**config.mk**
```make
export PLATFORM = sky130hd
export DESIGN_NAME = i2s_apb_streamer
export DESIGN_NICKNAME = d
export VERILOG_FILES = /design/src/rtl/i2s_apb_streamer.sv
export SDC_FILE = /design/constraint.sdc
export NUM_CORES = 1
export LEC_CHECK = 0
export ABC_AREA = 1
export CORE_ASPECT_RATIO = 0.9
export CORE_MARGIN = 5
export CORE_UTILIZATION = 45
export CTS_CLUSTER_DIAMETER = 50
export DETAILED_ROUTE_END_ITERATION = 12
export PLACE_DENSITY = 0.77
export RECOVER_POWER = 25
export SLEW_MARGIN = 20
export SYNTH_ARGS = -nofsm -noshare
export SYNTH_HDL_FRONTEND = slang
export SYNTH_SLANG_ARGS = --single-unit
```
**constraint.sdc**
```tcl
create_clock -name pclk -period 2.65 [get_ports pclk]
set_input_delay 0.6625 -clock pclk [delete_from_list [all_inputs] [get_ports pclk]]
set_output_delay 0.6625 -clock pclk [all_outputs]
set_load 0.01 [all_outputs]
```
**src/rtl/i2s_apb_streamer.sv**
```systemverilog
// i2s_apb_streamer: buffers PCM samples in a small FIFO and feeds them to the
// I2S transceiver over its APB slave port. Before each write it polls the
// status register until the Tx-ready bit is set.
// Optional feature macro: I2S_STREAM_TIMEOUT_EN adds a poll limit. On reaching
// the limit it drops the head sample and raises a sticky timeout flag.
// POLL_GAP is expected to be >= 1.
`timescale 1ns/1ps
module i2s_apb_streamer #(
    parameter int          DEPTH      = 4,
    parameter logic [31:0] ADR_OFFSET = 32'h0,
    parameter logic [31:0] TXD_OFS    = 32'h4,
    parameter logic [31:0] STAT_OFS   = 32'h8,
    parameter int          TXRDY_BIT  = 12,
    parameter int          POLL_GAP   = 2,
    parameter int          MAX_POLLS  = 255
) (
    input  logic        pclk,
    input  logic        preset,
    input  logic        enable,
    input  logic        s_valid,
    output logic        s_ready,
    input  logic [31:0] s_data,
    output logic [31:0] paddr,
    output logic        pwrite,
    output logic        penable,
    output logic [31:0] pwdata,
    input  logic [31:0] prdata,
    output logic        busy,
    output logic [15:0] sent_cnt,
    output logic        timeout
);
    localparam int AW = $clog2(DEPTH);
    localparam int GW = (POLL_GAP > 1) ? $clog2(POLL_GAP) : 1;

    typedef enum logic [2:0] {
        IDLE, RD_SETUP, RD_ACCESS, GAP, WR_SETUP, WR_ACCESS
    } state_t;

    state_t        state;
    logic [31:0]   mem [DEPTH];
    logic [AW:0]   wr_ptr, rd_ptr;
    logic          empty, full, push, pop, drop, rdy_q;
    logic [GW-1:0] gap_cnt;
    logic          unused_prdata;

    // Only the Tx-ready bit of the status word matters.
    assign unused_prdata = ^prdata;

    assign empty   = (wr_ptr == rd_ptr);
    assign full    = (wr_ptr[AW] != rd_ptr[AW]) && (wr_ptr[AW-1:0] == rd_ptr[AW-1:0]);
    assign s_ready = rdy_q & ~full;
    assign push    = s_valid & s_ready;
    assign busy    = ~empty | (state != IDLE);

`ifdef I2S_STREAM_TIMEOUT_EN
    localparam int PW = $clog2(MAX_POLLS + 1);
    logic [PW-1:0] poll_cnt;
    logic          timeout_q;
    assign timeout = timeout_q;

    // Drop the head sample when this failed poll is the last one allowed.
    always_comb begin
        drop = 1'b0;
        if (state == RD_ACCESS && !prdata[TXRDY_BIT] && poll_cnt == PW'(MAX_POLLS - 1))
            drop = 1'b1;
    end
`else
    localparam int UNUSED_MAX_POLLS = MAX_POLLS;
    assign timeout = 1'b0;
    assign drop    = 1'b0;
`endif

    // The head leaves the FIFO on a completed write, or when it is dropped after a timeout.
    always_comb begin
        pop = 1'b0;
        if (state == WR_ACCESS || drop)
            pop = 1'b1;
    end

    // Sample storage. It needs no reset because the pointers decide validity.
    always_ff @(posedge pclk) begin
        if (push)
            mem[wr_ptr[AW-1:0]] <= s_data;
    end

    // FIFO pointers and the ready-after-reset flag.
    always_ff @(posedge pclk or negedge preset) begin
        if (!preset) begin
            wr_ptr <= '0;
            rd_ptr <= '0;
            rdy_q  <= 1'b0;
        end else begin
            rdy_q <= 1'b1;
            if (push) wr_ptr <= wr_ptr + 1'b1;
            if (pop)  rd_ptr <= rd_ptr + 1'b1;
        end
    end

    // Poll/write sequencer with registered APB outputs.
    always_ff @(posedge pclk or negedge preset) begin
        if (!preset) begin
            state    <= IDLE;
            paddr    <= '0;
            pwrite   <= 1'b0;
            penable  <= 1'b0;
            pwdata   <= '0;
            sent_cnt <= '0;
            gap_cnt  <= '0;
`ifdef I2S_STREAM_TIMEOUT_EN
            poll_cnt  <= '0;
            timeout_q <= 1'b0;
`endif
        end else begin
            case (state)
                IDLE: begin
                    if (enable && !empty) begin
                        state   <= RD_SETUP;
                        paddr   <= ADR_OFFSET + STAT_OFS;
                        pwrite  <= 1'b0;
                        penable <= 1'b0;
`ifdef I2S_STREAM_TIMEOUT_EN
                        poll_cnt <= '0;
`endif
                    end
                end
                RD_SETUP: begin
                    penable <= 1'b1;
                    state   <= RD_ACCESS;
                end
                RD_ACCESS: begin
                    penable <= 1'b0;
                    if (prdata[TXRDY_BIT]) begin
                        // A write starts only while enabled. Otherwise the read pair ends here.
                        if (enable) begin
                            state  <= WR_SETUP;
                            paddr  <= ADR_OFFSET + TXD_OFS;
                            pwrite <= 1'b1;
                            pwdata <= mem[rd_ptr[AW-1:0]];
                        end else begin
                            state <= IDLE;
                        end
                    end else begin
`ifdef I2S_STREAM_TIMEOUT_EN
                        if (drop) begin
                            timeout_q <= 1'b1;
                            state     <= IDLE;
                        end else begin
                            poll_cnt <= poll_cnt + PW'(1);
                            gap_cnt  <= '0;
                            state    <= GAP;
                        end
`else
                        gap_cnt <= '0;
                        state   <= GAP;
`endif
                    end
                end
                GAP: begin
                    // paddr and pwrite still hold the status read, so the next poll reuses them.
                    if (gap_cnt == GW'(POLL_GAP - 1))
                        state <= enable ? RD_SETUP : IDLE;
                    else
                        gap_cnt <= gap_cnt + GW'(1);
                end
                WR_SETUP: begin
                    penable <= 1'b1;
                    state   <= WR_ACCESS;
                end
                WR_ACCESS: begin
                    penable  <= 1'b0;
                    pwrite   <= 1'b0;
                    sent_cnt <= sent_cnt + 16'd1;
                    state    <= IDLE;
                end
                default: state <= IDLE;
            endcase
        end
    end
endmodule

```
==> qor.txt, run 1 <==
Row count: 45
Die Wd: 149 um
Top-level I/O count: 153
Seq pwr share: 44.3%
Hold Path Class: flop to flop
DP Area: 0.00895 mm2
Comb pwr share: 30.2%
Maximum VDD drop: 0.574 mV
Root buf cell: clkbuf_16
DRC viols: 0
Final Instance Area: 0.00950 mm2
Pwr dens: 959 mW/mm2
Asr flop ratio synth: 33.0%
Via-per-instance ratio: 4.94
IO buf count: 90
ANT nets after route: 0
Vias in the first global route: 5,098
Pin count of the biggest net entering global routing: 67
Register area share after synthesis: 69.6%
Hold path depth: 1
CP arrival: 1.85 ns
Relative slew margins: -40.6%
CP Class: flop to output port
Core Region: 0.0169 mm2
Cells after Synth: 666
Failing checks: capacitance limit, slew limit
Switching part of the total: 31.8%
Post-Route Setup TNS: 0 ns
Worst-path clk slew: 0.07 ns
Synth top area share: 49.4%
Post-route clock period utilization: 94.7%
Die height: 135 um
R2r worst-path depth: 7
Largest cells by area after synthesis: edfxtp_1 (49%), dfrtp_1 (20%), nand2_1 (7.2%), o21ai_0 (4.4%), nor2_1 (3.6%)
Fill count: 1,365
DP Wirelength: 10,200 um
Post-synth EDFFs: 128
Layout cells sized above 1: 7.99%
Syn. warnings: 0
Clk_skew: 0.0130 ns
Worst slew pin tran: 2.11 ns
Max_cap viols: 1
Overflow after GRT: 0
Clock power frac: 25.6%
Final wirelength: 15,900 um
Crit Path Max Fanout: 6
Clock Tree Buf Depth: 2
Max Slew Vio Count: 37
Fin crit period: 2.51 ns
Post-layout nets: 837
Tot GR Track Use: 16.6%
Avg Cell Area, Syn: 11.7 um2
1st-iter DRT viols: 394
LEAKAGE: 3.82 nW
Startpoint types: flop
Sw Pwr: 2.90 mW
Cell variety after synth: 32
Global-route wire length before repair: 26,100 um
CP Capture Type: output port
Routability Congestion: 0.774
Number of setup violations in the final report: 0
Antenna violations before repair: 2
Worst Path Required: 1.99 ns
Htree depth: 4
Initial core utilization: 45.9%
Final hold violation count: 0
P_int: 6.22 mW
Via count: 5,000
Ys flop type: edfxtp_1
Clk Latency, worst-skew pair: 0.43 ns
Post-synthesis cell area: 0.00778 mm2
Area leader, netlist: edfxtp_1
TritonCTS Buffers: 17
Syn-to-layout area delta: 22.1%
TritonCTS clock tree: built
Die area: 0.0200 mm2
RSZ-0062 raised after global routing: false
Max Fclk: 398 MHz
Drt wl/cell: 15.7 um
Synth Register Bits: 191
Pre-antenna DRT Iters: 4
# clock sinks: 191
Status: complete, but fails checks
-- worst max-delay path, cell delays in order (launching register included) --
cell	delay, ns
dfrtp_1	0.46
nor2_2	0.17
nand2_1	0.09
inv_1	0.09
nand4_1	0.09
clkdlybuf4s50_1	0.53
-- registers in the layout, summed over array words and instances, names as in the netlist, 2 cells and up --
name / count
mem: 128
paddr: 2
pwdata: 32
rd_ptr: 3
sent_cnt: 16
state: 3
wr_ptr: 3
-- placed cells by master (no fill, tap or decap), types with 10 or more instances in the layout --
cell type / instances
dfrtp_1: 61
conb_1: 32
dlygate4sd3_1: 13
edfxtp_1: 128
o21ai_0: 69
nand3_1: 14
o22ai_1: 32
xor2_1: 10
nor2_1: 70
clkbuf_16: 18
clkdlybuf4s50_1: 75
inv_1: 30
nand2_1: 150
-- final cells by class --
cell class | count | area (um2) | share of cell area, %
antenna | 2 | 5.00 | 0.0527
clock buffer | 27 | 504 | 5.31
clock inverter | 5 | 32.5 | 0.342
inverter | 34 | 129 | 1.36
multi-input combinational | 413 | 2000 | 21.0
sequential | 191 | 5420 | 57.1
tap | 235 | 294 | 3.09
timing repair buffer | 106 | 1120 | 11.8
-- path summary, 6_finish.rpt --
| kind | slack [ns] | startpoint | to |
|---|---|---|---|
| setup / recovery | 0.14 | state[0] | busy |
| hold / removal | 0.46 | sent_cnt[15] | sent_cnt[15] |
| setup reg to reg | 0.56 | rd_ptr[0] | pwdata[29] |
| hold reg to reg | 0.46 | sent_cnt[15] | sent_cnt[15] |
| max in group asynchronous | 0.59 | preset | pwdata[5] |
| min in group asynchronous | 0.84 | preset | sent_cnt[13] |
-- cell usage after synthesis, drive strengths merged, types with 2 or more instances --
cell,count
dfrtp,63
ha,6
nand2,151
nand3b,2
xor2,10
conb,2
edfxtp,128
nand4,2
clkbuf,15
nor3,6
buf,43
o21ai,69
nand3,16
xnor2,5
o22ai,32
inv,33
nor2,78
-- through the flow --
stage	power, mW	utilization (%)	instances	setup WS [ns]	hold slack, ns
CTS	9.17	56.0	1010	0.0776	0.212
detailed placement	6.83	52.8	978	0.355	0.459
global route	9.67	56.1	1013	0.0411	0.496
floorplan	5.67	-	696	-0.171	0.367
finish	9.11	56.1	1013	0.140	0.464
global placement	6.76	52.8	978	0.366	0.457
-- per-layer routing --
layer  vias to the layer above  track usage, %  part of all wire [%]
met2                       159            27.6                    49
met3                        15            4.16                   6.4
met1                      2430            21.8                    43
met4                         0            4.62                   1.4
li1                       2396               -                     -
met5                         -               0                     0
-- cells by family (layout without fill, tap and decap cells) --
kind of cell             count (synthesis)  in the layout  share of synthesized area, %
buffers and inverters                   92            172                          6.56
XOR/XNOR                                15             15                          1.69
AND/OR/NAND/NOR                        257            257                          13.9
adder cells (fa/ha/maj)                  6              6                         0.964
other                                    2             34                        0.0965
flip-flops                             191            191                          69.6
AO/OA/AOI/OAI                          103            103                          7.20
-- power by group through the flow --
stage	logic (mW)	registers (mW)	clock network, mW
2_1_floorplan	1.50	4.17	0
6_report	2.75	4.03	2.33
4_1_cts	2.76	4.05	2.36
3_5_place_dp	2.74	4.10	0
3_3_place_gp	2.68	4.07	0
5_1_grt	3.09	4.09	2.49
-- timing repair --
action / in CTS / in global routing
setup endpoints to repair: 1 / 2
gates resized for setup: 1 / 2
setup buffers: 0 / 1
hold buffers: 0 / 0
No activity file was read; power rests on OpenSTA's default activity.
==> run 2: changes to the inputs <==
--- a/config.mk
+++ b/config.mk
@@ -5,7 +5,7 @@
 export SDC_FILE = /design/constraint.sdc
 export NUM_CORES = 1
 export LEC_CHECK = 0
-export ABC_AREA = 1
+export ABC_AREA = 0
 export CORE_ASPECT_RATIO = 0.9
 export CORE_MARGIN = 5
 export CORE_UTILIZATION = 45
@@ -13,6 +13,7 @@
 export DETAILED_ROUTE_END_ITERATION = 12
 export PLACE_DENSITY = 0.77
 export RECOVER_POWER = 25
+export SETUP_SLACK_MARGIN = 0.3
 export SLEW_MARGIN = 20
 export SYNTH_ARGS = -nofsm -noshare
 export SYNTH_HDL_FRONTEND = slang
==> run 2 against run 1 <==
Net effect: the flow now finishes without violations; count of clock-buffer cells in the layout decreased by 8; die area decreased by 2.1%; sequential share of layout area increased by 1.0 points; sequential power increased by 3%; synthesized cell count decreased by 39%; non-clock buffer count decreased by 2; core utilization decreased by 0.20 points; combinational power about the same; global-route usage decreased by 1.4 points; critical path depth decreased by 2; clock power increased by 5%; highest routed layer unchanged.
==> qor.txt, run 2 <==
Cells after Synth: 408
Clk_skew: 0.00771 ns
Asr flop ratio synth: 33.0%
IO buf count: 90
Via-per-instance ratio: 5.12
Worst-path clk slew: 0.07 ns
Register area share after synthesis: 71.3%
TritonCTS clock tree: built
Slowest cell on crit path: dfrtp_2
Fin util: 55.9%
Pin count of the biggest net entering global routing: 64
Hold Path Class: primary input to asynchronous set/reset pin
Post-synth EDFFs: 128
Top-level I/O count: 153
M2 GR Usage: 25.4%
Routability Congestion: 0.695
TritonCTS Buffers: 17
Vias in the first global route: 4,169
Max Fclk: 448 MHz
Antenna violations before repair: 1
Most used routing layer: met2
Die Wd: 147 um
Area leader, netlist: edfxtp_1
RSZ-0062 raised after global routing: false
Cell variety after synth: 41
Cell with the most instances after synthesis: edfxtp_1
Worst Path Required: 1.99 ns
Initial core utilization: 45.5%
Hold_buf cts: 0
Max Slew Vio Count: 0
Worst slew pin tran: 0.914 ns
Relative slew margins: 39.1%
Post-route clock period utilization: 84.2%
Final hold violation count: 0
Overflow after GRT: 0
Max reg flops: 128
Global-route wire length before repair: 22,800 um
Post-layout nets: 590
Pwr dens: 1000 mW/mm2
Syn-to-layout area delta: 22.8%
CP Class: flop to output port
Number of setup violations in the final report: 0
Most common cell after layout, fill and taps aside: edfxtp_1
Clk Latency, worst-skew pair: 0.42 ns
GR Util met3: 4.39%
Synth Register Bits: 191
Core Region: 0.0167 mm2
Crit Path Max Fanout: 4
# clock sinks: 191
LEAKAGE: 3.41 nW
DP Area: 0.00871 mm2
Clock Tree Buf Depth: 2
Ys flop type: edfxtp_1
Commonest cells after routing, fill and taps aside: edfxtp_1 (128), clkdlybuf4s50_1 (58), dfrtp_1 (57)
Maximum VDD drop: 0.577 mV
Root buf cell: clkbuf_16
Drt wl/cell: 18.9 um
Die height: 133 um
Syn. warnings: 0
Largest cells by area after synthesis: edfxtp_1 (51%), dfrtp_1 (21%), mux4_2 (9.5%), mux2_2 (4.7%), buf_4 (3.1%)
Final wirelength: 14,000 um
Startpoint types: flop
Final Instance Area: 0.00934 mm2
Via count: 3,794
ANT nets after route: 0
Row count: 45
Pre-antenna DRT Iters: 4
Fin crit period: 2.23 ns
Worst hold margin: 0.371 ns
Crit path cell chain: xnor2_4 > a31oi_2 > dlygate4sd2_1
Post-synthesis cell area: 0.00761 mm2
Status: finished clean
Global-route met1 utilization: 19.6%
Avg Cell Area, Syn: 18.6 um2
DRC viols: 0
Crit path largest cell delay: 0.47 ns
Synth top cells by count: edfxtp_1 (128), dfrtp_1 (63), mux2_2 (32), mux4_2 (32), buf_4 (31)
Htree depth: 4
Tot GR Track Use: 15.2%
DP Wirelength: 8780 um
Die area: 0.0196 mm2
Synth top area share: 50.5%
Layout cells sized above 1: 25.1%
Max_cap viols: 0
CP Capture Type: output port
1st-iter DRT viols: 174
CP arrival: 1.57 ns
Post-Route Setup TNS: 0 ns
run 2: path summary, 6_finish.rpt:
| check | from | end | slack (ns) | depth (start not counted) |
|---|---|---|---|---|
| max | wr_ptr[1] | s_ready | 0.42 | 3 |
| max reg2reg | rd_ptr[0] | pwdata[9] | 0.65 | 3 |
| max in group asynchronous | preset | wr_ptr[1] | 1.62 | 1 |
| min reg2reg | sent_cnt[15] | sent_cnt[15] | 0.48 | 1 |
| min in group pclk | sent_cnt[15] | sent_cnt[15] | 0.48 | 1 |
| min | preset | pwdata[18] | 0.37 | 1 |
run 2: cell families (layout without fill, tap and decap cells):
group / after synthesis / count (layout) / share of synthesized area, %
simple gates: 50 / 50 / 3.90
xor+xnor: 23 / 23 / 2.65
mux: 65 / 65 / 14.3
other cells: 2 / 33 / 0.0987
buf+inv: 51 / 142 / 4.87
flops: 191 / 191 / 71.3
compound gates: 20 / 20 / 1.89
fa+ha+maj: 6 / 6 / 0.987
run 2: where the power goes:
| part | total, mW | internal (mW) | leakage (nW) | switching, mW |
|---|---|---|---|---|
| combinational | 2.76 | 1.55 | 1.20 | 1.21 |
| clock | 2.44 | 1.32 | 0.273 | 1.12 |
| sequential | 4.16 | 3.80 | 1.94 | 0.357 |
run 2: layer usage:
layer,wire length (um),vias up
met5,0,-
met4,165,0
met3,744,14
met2,7060,121
met1,6070,1961
li1,-,1698
run 2: repair_timing:
| item | CTS | global route |
|---|---|---|
| setup endpoints to repair | 2 | 2 |
| buffers inserted | 0 | 2 |
| pin swaps | 1 | 0 |
| gates resized for setup | 5 | 10 |
run 2: area by class of cell:
cell class / instances / area (um2)
Multi-Input combinational cell: 196 / 1990
Clock inverter: 13 / 135
Sequential cell: 191 / 5430
Tap cell: 211 / 264
Antenna cell: 1 / 2.50
Clock buffer: 19 / 433
Timing Repair Buffer: 104 / 1070
Fill cell: 1298 / 7380
Inverter: 6 / 22.5
run 2: critical path, delay by kind of cell (launching register included):
family / cells / cell delay [ns]
buf+inv: 1 / 0.30
xor+xnor: 1 / 0.26
compound gates: 1 / 0.13
flops: 1 / 0.47
run 2: through the flow:
step / std cells / power [mW] / setup WS, ns
after floorplan: 438 / 5.82 / 0.430
after global placement: 706 / 6.81 / 0.293
after detailed placement: 706 / 6.91 / 0.258
after CTS: 738 / 9.40 / 0.136
after global routing: 741 / 9.86 / 0.339
final: 741 / 9.36 / 0.418
